## config.mk

```make
export PLATFORM = sky130hd
export DESIGN_NAME = clk_switch_ctrl
export DESIGN_NICKNAME = d
export VERILOG_FILES = /design/src/rtl/clk_switch_ctrl_pkg.sv /design/src/rtl/clk_switch_ctrl.sv
export SDC_FILE = /design/constraint.sdc
export NUM_CORES = 1
export LEC_CHECK = 0
export CAP_MARGIN = 20
export CORE_MARGIN = 2
export CORE_UTILIZATION = 45
export DETAILED_ROUTE_END_ITERATION = 12
export PLACE_DENSITY = 0.67
export RECOVER_POWER = 100
export SLEW_MARGIN = 20
export SYNTH_ARGS = -nofsm -noshare
export SYNTH_HDL_FRONTEND = slang
export SYNTH_SLANG_ARGS = --single-unit
```

## constraint.sdc

```tcl
create_clock -name clk_i -period 1.9 [get_ports clk_i]
set_input_delay 0.38 -clock clk_i [delete_from_list [all_inputs] [get_ports clk_i]]
set_output_delay 0.38 -clock clk_i [all_outputs]
set_load 0.01 [all_outputs]
```

## src/rtl/clk_switch_ctrl_pkg.sv

```systemverilog
// Shared types and defaults for the glitch-free clock switch controller.
// The FSM state encoding and the common down-counter type live here.
package clk_switch_ctrl_pkg;

  localparam int unsigned GATE_CYCLES_DEFAULT  = 4;
  localparam int unsigned LOCK_TIMEOUT_DEFAULT = 16;
  localparam int unsigned CNT_W                = 16;

  typedef logic [CNT_W-1:0] cnt_t;

  typedef enum logic [2:0] {
    IDLE      = 3'd0,
    WAIT_LOCK = 3'd1,
    DRAIN     = 3'd2,
    SWITCH    = 3'd3,
    SETTLE    = 3'd4
  } state_t;

  // Reload value for a phase lasting 'cycles' cycles; phases exit when the count reaches 0.
  function automatic cnt_t phase_load(input int unsigned cycles);
    return (cycles > 1) ? cnt_t'(cycles - 1) : '0;
  endfunction

endpackage

```

## src/rtl/clk_switch_ctrl.sv

```systemverilog
// Sequencer for a downstream two-input clock mux and clock gate: gates the clock,
// changes the select while gated, ungates, and falls back to clk0 when clk1 loses lock.
module clk_switch_ctrl
  import clk_switch_ctrl_pkg::*;
#(
  parameter int unsigned GATE_CYCLES  = GATE_CYCLES_DEFAULT,
  parameter int unsigned LOCK_TIMEOUT = LOCK_TIMEOUT_DEFAULT
) (
  input  logic clk_i,
  input  logic rst_i,
  input  logic req_valid_i,
  input  logic req_sel_i,
  output logic req_ready_o,
  input  logic lock_i,
  output logic clk_sel_o,
  output logic clk_en_o,
  output logic done_o,
  output logic err_o,
  output logic fault_o,
  output logic busy_o
);

  localparam cnt_t WAIT_LOAD  = phase_load(LOCK_TIMEOUT);
  localparam cnt_t DRAIN_LOAD = phase_load(GATE_CYCLES);
  // The SWITCH cycle already holds the gate closed, so SETTLE supplies the rest of the
  // post-switch gating; it is kept at least one cycle so select and enable never move together.
  localparam cnt_t SETTLE_LOAD = phase_load((GATE_CYCLES > 1) ? GATE_CYCLES - 1 : 1);
  localparam cnt_t ABORT_LOAD  = phase_load(GATE_CYCLES);

  state_t state_q, state_n;
  cnt_t   cnt_q, cnt_n;
  logic   target_q, target_n;
  logic   abort_q, abort_n;
  logic   sel_n, en_n, done_n, err_n, fault_n;
  logic   accept;

  assign accept = req_valid_i && req_ready_o;

  // NOTE: every signal written here gets a default first, so no path can infer a latch.
  always_comb begin
    state_n  = state_q;
    cnt_n    = (cnt_q != '0) ? cnt_q - 1'b1 : '0;
    target_n = target_q;
    abort_n  = abort_q;
    sel_n    = clk_sel_o;
    en_n     = clk_en_o;
    done_n   = 1'b0;
    err_n    = 1'b0;
    fault_n  = fault_o;

    unique case (state_q)
      IDLE: begin
        cnt_n = '0;
        if (clk_sel_o && !lock_i) begin
          // Fallback wins over any request presented in the same cycle.
          state_n  = DRAIN;
          cnt_n    = DRAIN_LOAD;
          target_n = 1'b0;
          abort_n  = 1'b0;
          en_n     = 1'b0;
          fault_n  = 1'b1;
        end else if (accept) begin
          fault_n  = 1'b0;
          target_n = req_sel_i;
          abort_n  = 1'b0;
          if (req_sel_i == clk_sel_o) begin
            done_n = 1'b1;
          end else if (req_sel_i) begin
            state_n = WAIT_LOCK;
            cnt_n   = WAIT_LOAD;
          end else begin
            state_n = DRAIN;
            cnt_n   = DRAIN_LOAD;
            en_n    = 1'b0;
          end
        end
      end

      WAIT_LOCK: begin
        if (lock_i) begin
          state_n = DRAIN;
          cnt_n   = DRAIN_LOAD;
          en_n    = 1'b0;
        end else if (cnt_q == '0) begin
          state_n = IDLE;
          err_n   = 1'b1;
        end
      end

      DRAIN: begin
        if (target_q && !lock_i) begin
          state_n = SETTLE;
          cnt_n   = ABORT_LOAD;
          abort_n = 1'b1;
        end else if (cnt_q == '0) begin
          state_n = SWITCH;
          cnt_n   = '0;
        end
      end

      SWITCH: begin
        state_n = SETTLE;
        cnt_n   = SETTLE_LOAD;
        sel_n   = target_q;
      end

      SETTLE: begin
        if (cnt_q == '0) begin
          state_n = IDLE;
          en_n    = 1'b1;
          done_n  = !abort_q;
          err_n   = abort_q;
        end
      end

      default: begin
        state_n = IDLE;
        cnt_n   = '0;
        en_n    = 1'b1;
      end
    endcase
  end

  // NOTE: state is updated with non-blocking assignments so every register samples pre-edge values.
  always_ff @(posedge clk_i) begin
    if (rst_i) begin
      state_q     <= IDLE;
      cnt_q       <= '0;
      target_q    <= 1'b0;
      abort_q     <= 1'b0;
      clk_sel_o   <= 1'b0;
      clk_en_o    <= 1'b1;
      done_o      <= 1'b0;
      err_o       <= 1'b0;
      fault_o     <= 1'b0;
      busy_o      <= 1'b0;
      req_ready_o <= 1'b1;
    end else begin
      state_q     <= state_n;
      cnt_q       <= cnt_n;
      target_q    <= target_n;
      abort_q     <= abort_n;
      clk_sel_o   <= sel_n;
      clk_en_o    <= en_n;
      done_o      <= done_n;
      err_o       <= err_n;
      fault_o     <= fault_n;
      busy_o      <= (state_n != IDLE);
      req_ready_o <= (state_n == IDLE);
    end
  end

endmodule
```

==> results of run 1 <==
==> power by group <==
| group | internal, mW | total, mW | switching (mW) |
|---|---|---|---|
| combinational | 1.44 | 2.72 | 1.28 |
| sequential | 0.751 | 0.869 | 0.118 |
| clock | 0.214 | 0.399 | 0.185 |
| total | 2.40 | 3.99 | 1.59 |
==> routing by layer <==
metal	routed length [um]	vias to the layer above	global-route usage
met4	44	0	0.07468
met5	0	-	0
met1	1533	635	0.2537
met2	1662	26	0.3501
met3	83	7	0.03057
li1	-	671	-
==> through the flow <==
step | util | setup slack (ps) | cell area (um2) | TNS [ps]
after global routing | 0.6370 | -50.82 | 1897 | -132.3
after floorplan | - | -4.514 | 1406 | -4.514
after global placement | 0.6038 | -186.9 | 1798 | -1548
after CTS | 0.6303 | 1.157 | 1877 | 0
after detailed placement | 0.6038 | -294.0 | 1798 | -2514
final | 0.6370 | 17.15 | 1897 | 0
==> how the worst min path moves through the flow <==
stage / start / to / slack [ps]
after floorplan: cnt_q[7]$_SDFF_PP0_ / cnt_q[7]$_SDFF_PP0_ / 440
after global placement: cnt_q[7]$_SDFF_PP0_ / cnt_q[7]$_SDFF_PP0_ / 440
after detailed placement: cnt_q[7]$_SDFF_PP0_ / cnt_q[7]$_SDFF_PP0_ / 450
after CTS: cnt_q[7]$_SDFF_PP0_ / cnt_q[7]$_SDFF_PP0_ / 470
after global routing: cnt_q[7]$_SDFF_PP0_ / cnt_q[7]$_SDFF_PP0_ / 490
final: cnt_q[7]$_SDFF_PP0_ / cnt_q[7]$_SDFF_PP0_ / 470
==> repair_timing <==
action,in CTS,in global routing
buffers inserted,2,0
gates resized for setup,3,9
endpoints found under the setup margin,4,9
pin swaps,1,4
==> flip-flops by register name, indices dropped and copies added (netlist names) <==
name / cells
clk_sel_o: 1
target_q: 1
req_ready_o: 1
abort_q: 1
state_q: 3
err_o: 1
done_o: 1
fault_o: 1
clk_en_o: 1
cnt_q: 16
busy_o: 1
==> cells in the mapped netlist (2+ instances only) <==
cell type   n  area (um2)
nor2_1     30       112.6
dfxtp_1    28       560.5
nand2_1    11       41.29
a21oi_1     9       45.04
xnor2_1     9       78.83
nor3_1      8       40.04
o21ai_0     7       35.03
inv_1       6       22.52
clkbuf_1    5       18.77
nand2b_1    4       25.02
xor2_1      4       35.03
nand3b_1    3       22.52
nor4_1      3       18.77
or3_1       3       18.77
or4_1       3       22.52
a32oi_1     2       17.52
ha_1        2       25.02
nand3_1     2       10.01
nor2b_1     2       12.51
o211ai_1    2       15.01
or2_2       2       12.51
==> kinds of logic after synthesis <==
family	count (synthesis)	synth area share
XOR/XNOR	13	0.08243
flip-flops	28	0.4058
buffers and inverters	14	0.04166
AO/OA/AOI/OAI	30	0.1467
adder cells (fa/ha/maj)	2	0.01811
AND/OR/NAND/NOR	78	0.2980
multiplexers	1	0.007247
==> worst register-to-register path, cell delays in order, from the launching register on <==
cell	delay, ps
dfxtp_1	350
or4_4	550
nor4_4	270
buf_4	180
and4b_2	260
nor3_4	50
and2_1	150
==> final cells by class <==
| class | instances | area, um2 | share of cell area |
|---|---|---|---|
| clock buffers | 3 | 22.52 | 0.01187 |
| clock inverters | 1 | 30.03 | 0.01583 |
| inverters | 7 | 26.28 | 0.01385 |
| multi-input cells | 124 | 809.5 | 0.4268 |
| flip-flops and latches | 28 | 564.3 | 0.2975 |
| well taps | 33 | 41.29 | 0.02177 |
| repair buffers | 49 | 402.9 | 0.2124 |
==> summary.md, run 1 <==
| Metric | Value |
|---|---|
| Min Tclk post-route | ~1900 ps |
| Crit share post-route | 0.9910 |
| Crit path largest cell delay | 550 ps |
| DR vias/cell | around 5.5 |
| Avg Cell Area, Syn | 8.321 um2 |
| Slew Limit Fails | 0 |
| Chip Width | 59.41 um |
| Sequential share of the synthesized area | 0.4058 |
| Die Area | 3529 um2 |
| Syn Inst Count | 166 |
| Most frequent cells in the layout | 34 x buf_4, 30 x nor2_1, 25 x dfxtp_1 |
| Max Cap Viol | 0 |
| Non-Filler Instances | 245 |
| Yosys reg bits | 28 |
| Router iterations before antenna repair | 4 |
| Slowest cell on crit path | or4_4 |
| Worst Path Buf+Inv | 1 |
| Crit path to | req_ready_o$_SDFF_PP1_ |
| Most common cell after layout, fill and taps aside | buf_4 |
| Worst reg2reg path depth | 6 |
| Critical Path Start Type | register |
| Worst skew pair latency | 340 ps |
| First-pass GRT wire length | 5513 um |
| Clock sink count | 28 |
| Slew @ Worst Pin | between 500 and 600 ps |
| Headroom to the max-slew limit | 0.6068 |
| Hold Buf Count CTS | 0 |
| Io pins | 12 |
| Run status | completed |
| Remaining DRCs | 0 |
| Layout cells sized above 1 | 0.2925 |
| Worst flop-to-flop path startpoint | cnt_q[12]$_SDFF_PP0_ |
| Reg clk slew, reported paths | 160 ps |
| Final WL | about 3300 um |
| Vias in the first global route | about 1,300 |
| Area Overhead vs Synth | 37.32% |
| CP Data Arrival Time | 2140 ps |
| Fin nets | 220 |
| R2R Path End | req_ready_o$_SDFF_PP1_ |
| Worst min-delay path class | reg2reg |
| # diodes | 0 |
| Post-synth EDFFs | 0 |
| Worst-path cell chain | or4_4 > nor4_4 > buf_4 > and4b_2 > nor3_4 > and2_1 |
| DP HPWL | 2575 um |
| Routability cong. | 0.8751 |
| WL/cell | 13.56 um |
| Via Count | approximately 1,300 |
| Core footprint | 2978 um2 |
| CP Max Fanout | 5 |
| LEAKAGE | 0.8046 nW |
| Hold path depth | 2 |
| Drt initial violations | between 60 and 70 |
| Total GRT Usage | 0.2030 |
| Post-synth top flop | dfxtp_1 |
| CTS tree | yes |
| Cts bufs inserted | 3 |
| Final ANT Viol Nets | 0 |
| Count of cell types in the netlist | 42 |
| Effective utilization at floorplan | 0.4639 |
| Fillers | 250 |
| H-tree depth | 1 |
| # setup viols final | 0 |
| Largest net degree at the start of global routing | 17 |
| Max VDD drop | between 1 and 1.5 mV |
| Critical path depth | 6 |
| Reg2reg setup slack | 20 ps |
| Clock Tree Root | clkbuf_4 |
| Clock buffer depth | 2 |
| Syn. warnings | 0 |
| Highest clock rate | 0.5311 GHz |
| Final Hold Slack | 474.3 ps |
| Ys async rst share | 0 |
| Rows | 20 |
| Die Ht | 59.41 um |
| Largest delay share family, worst path | simple AND/OR/NAND/NOR gates |
| Worst setup EP type | register |
| Unrepaired setup endpoints after global routing | true |
| Worst Skew | 6.723 ps |
| Kind of critical path | reg2reg |
| Final Hold Viols | 0 |
| Critical Path RT | 2160 ps |
| Crit path launch | cnt_q[12]$_SDFF_PP0_ |
| Pwr Total | about 4 mW |
| Initial antenna violation count | 0 |
| Synthesized net count | 173 |
| # placed instances | 240 |
| Synthesized cell area | 1381 um2 |
| Port buffer count | 11 |
| Total gr overflow | 0 |
| PwrDens | roughly 2100 nW/um2 |
No activity file was read; power rests on OpenSTA's default activity.
==> run 2: changes to the inputs <==
--- a/config.mk
+++ b/config.mk
@@ -8,6 +8,7 @@
 export CAP_MARGIN = 20
 export CORE_MARGIN = 2
 export CORE_UTILIZATION = 45
+export CTS_CLUSTER_SIZE = 16
 export DETAILED_ROUTE_END_ITERATION = 12
 export PLACE_DENSITY = 0.67
 export RECOVER_POWER = 100
@@ -15,3 +16,4 @@
 export SYNTH_ARGS = -nofsm -noshare
 export SYNTH_HDL_FRONTEND = slang
 export SYNTH_SLANG_ARGS = --single-unit
+export TNS_END_PERCENT = 100
==> results of run 2 <==
The final DEF is identical to that of run 1; final timing and power are the same.
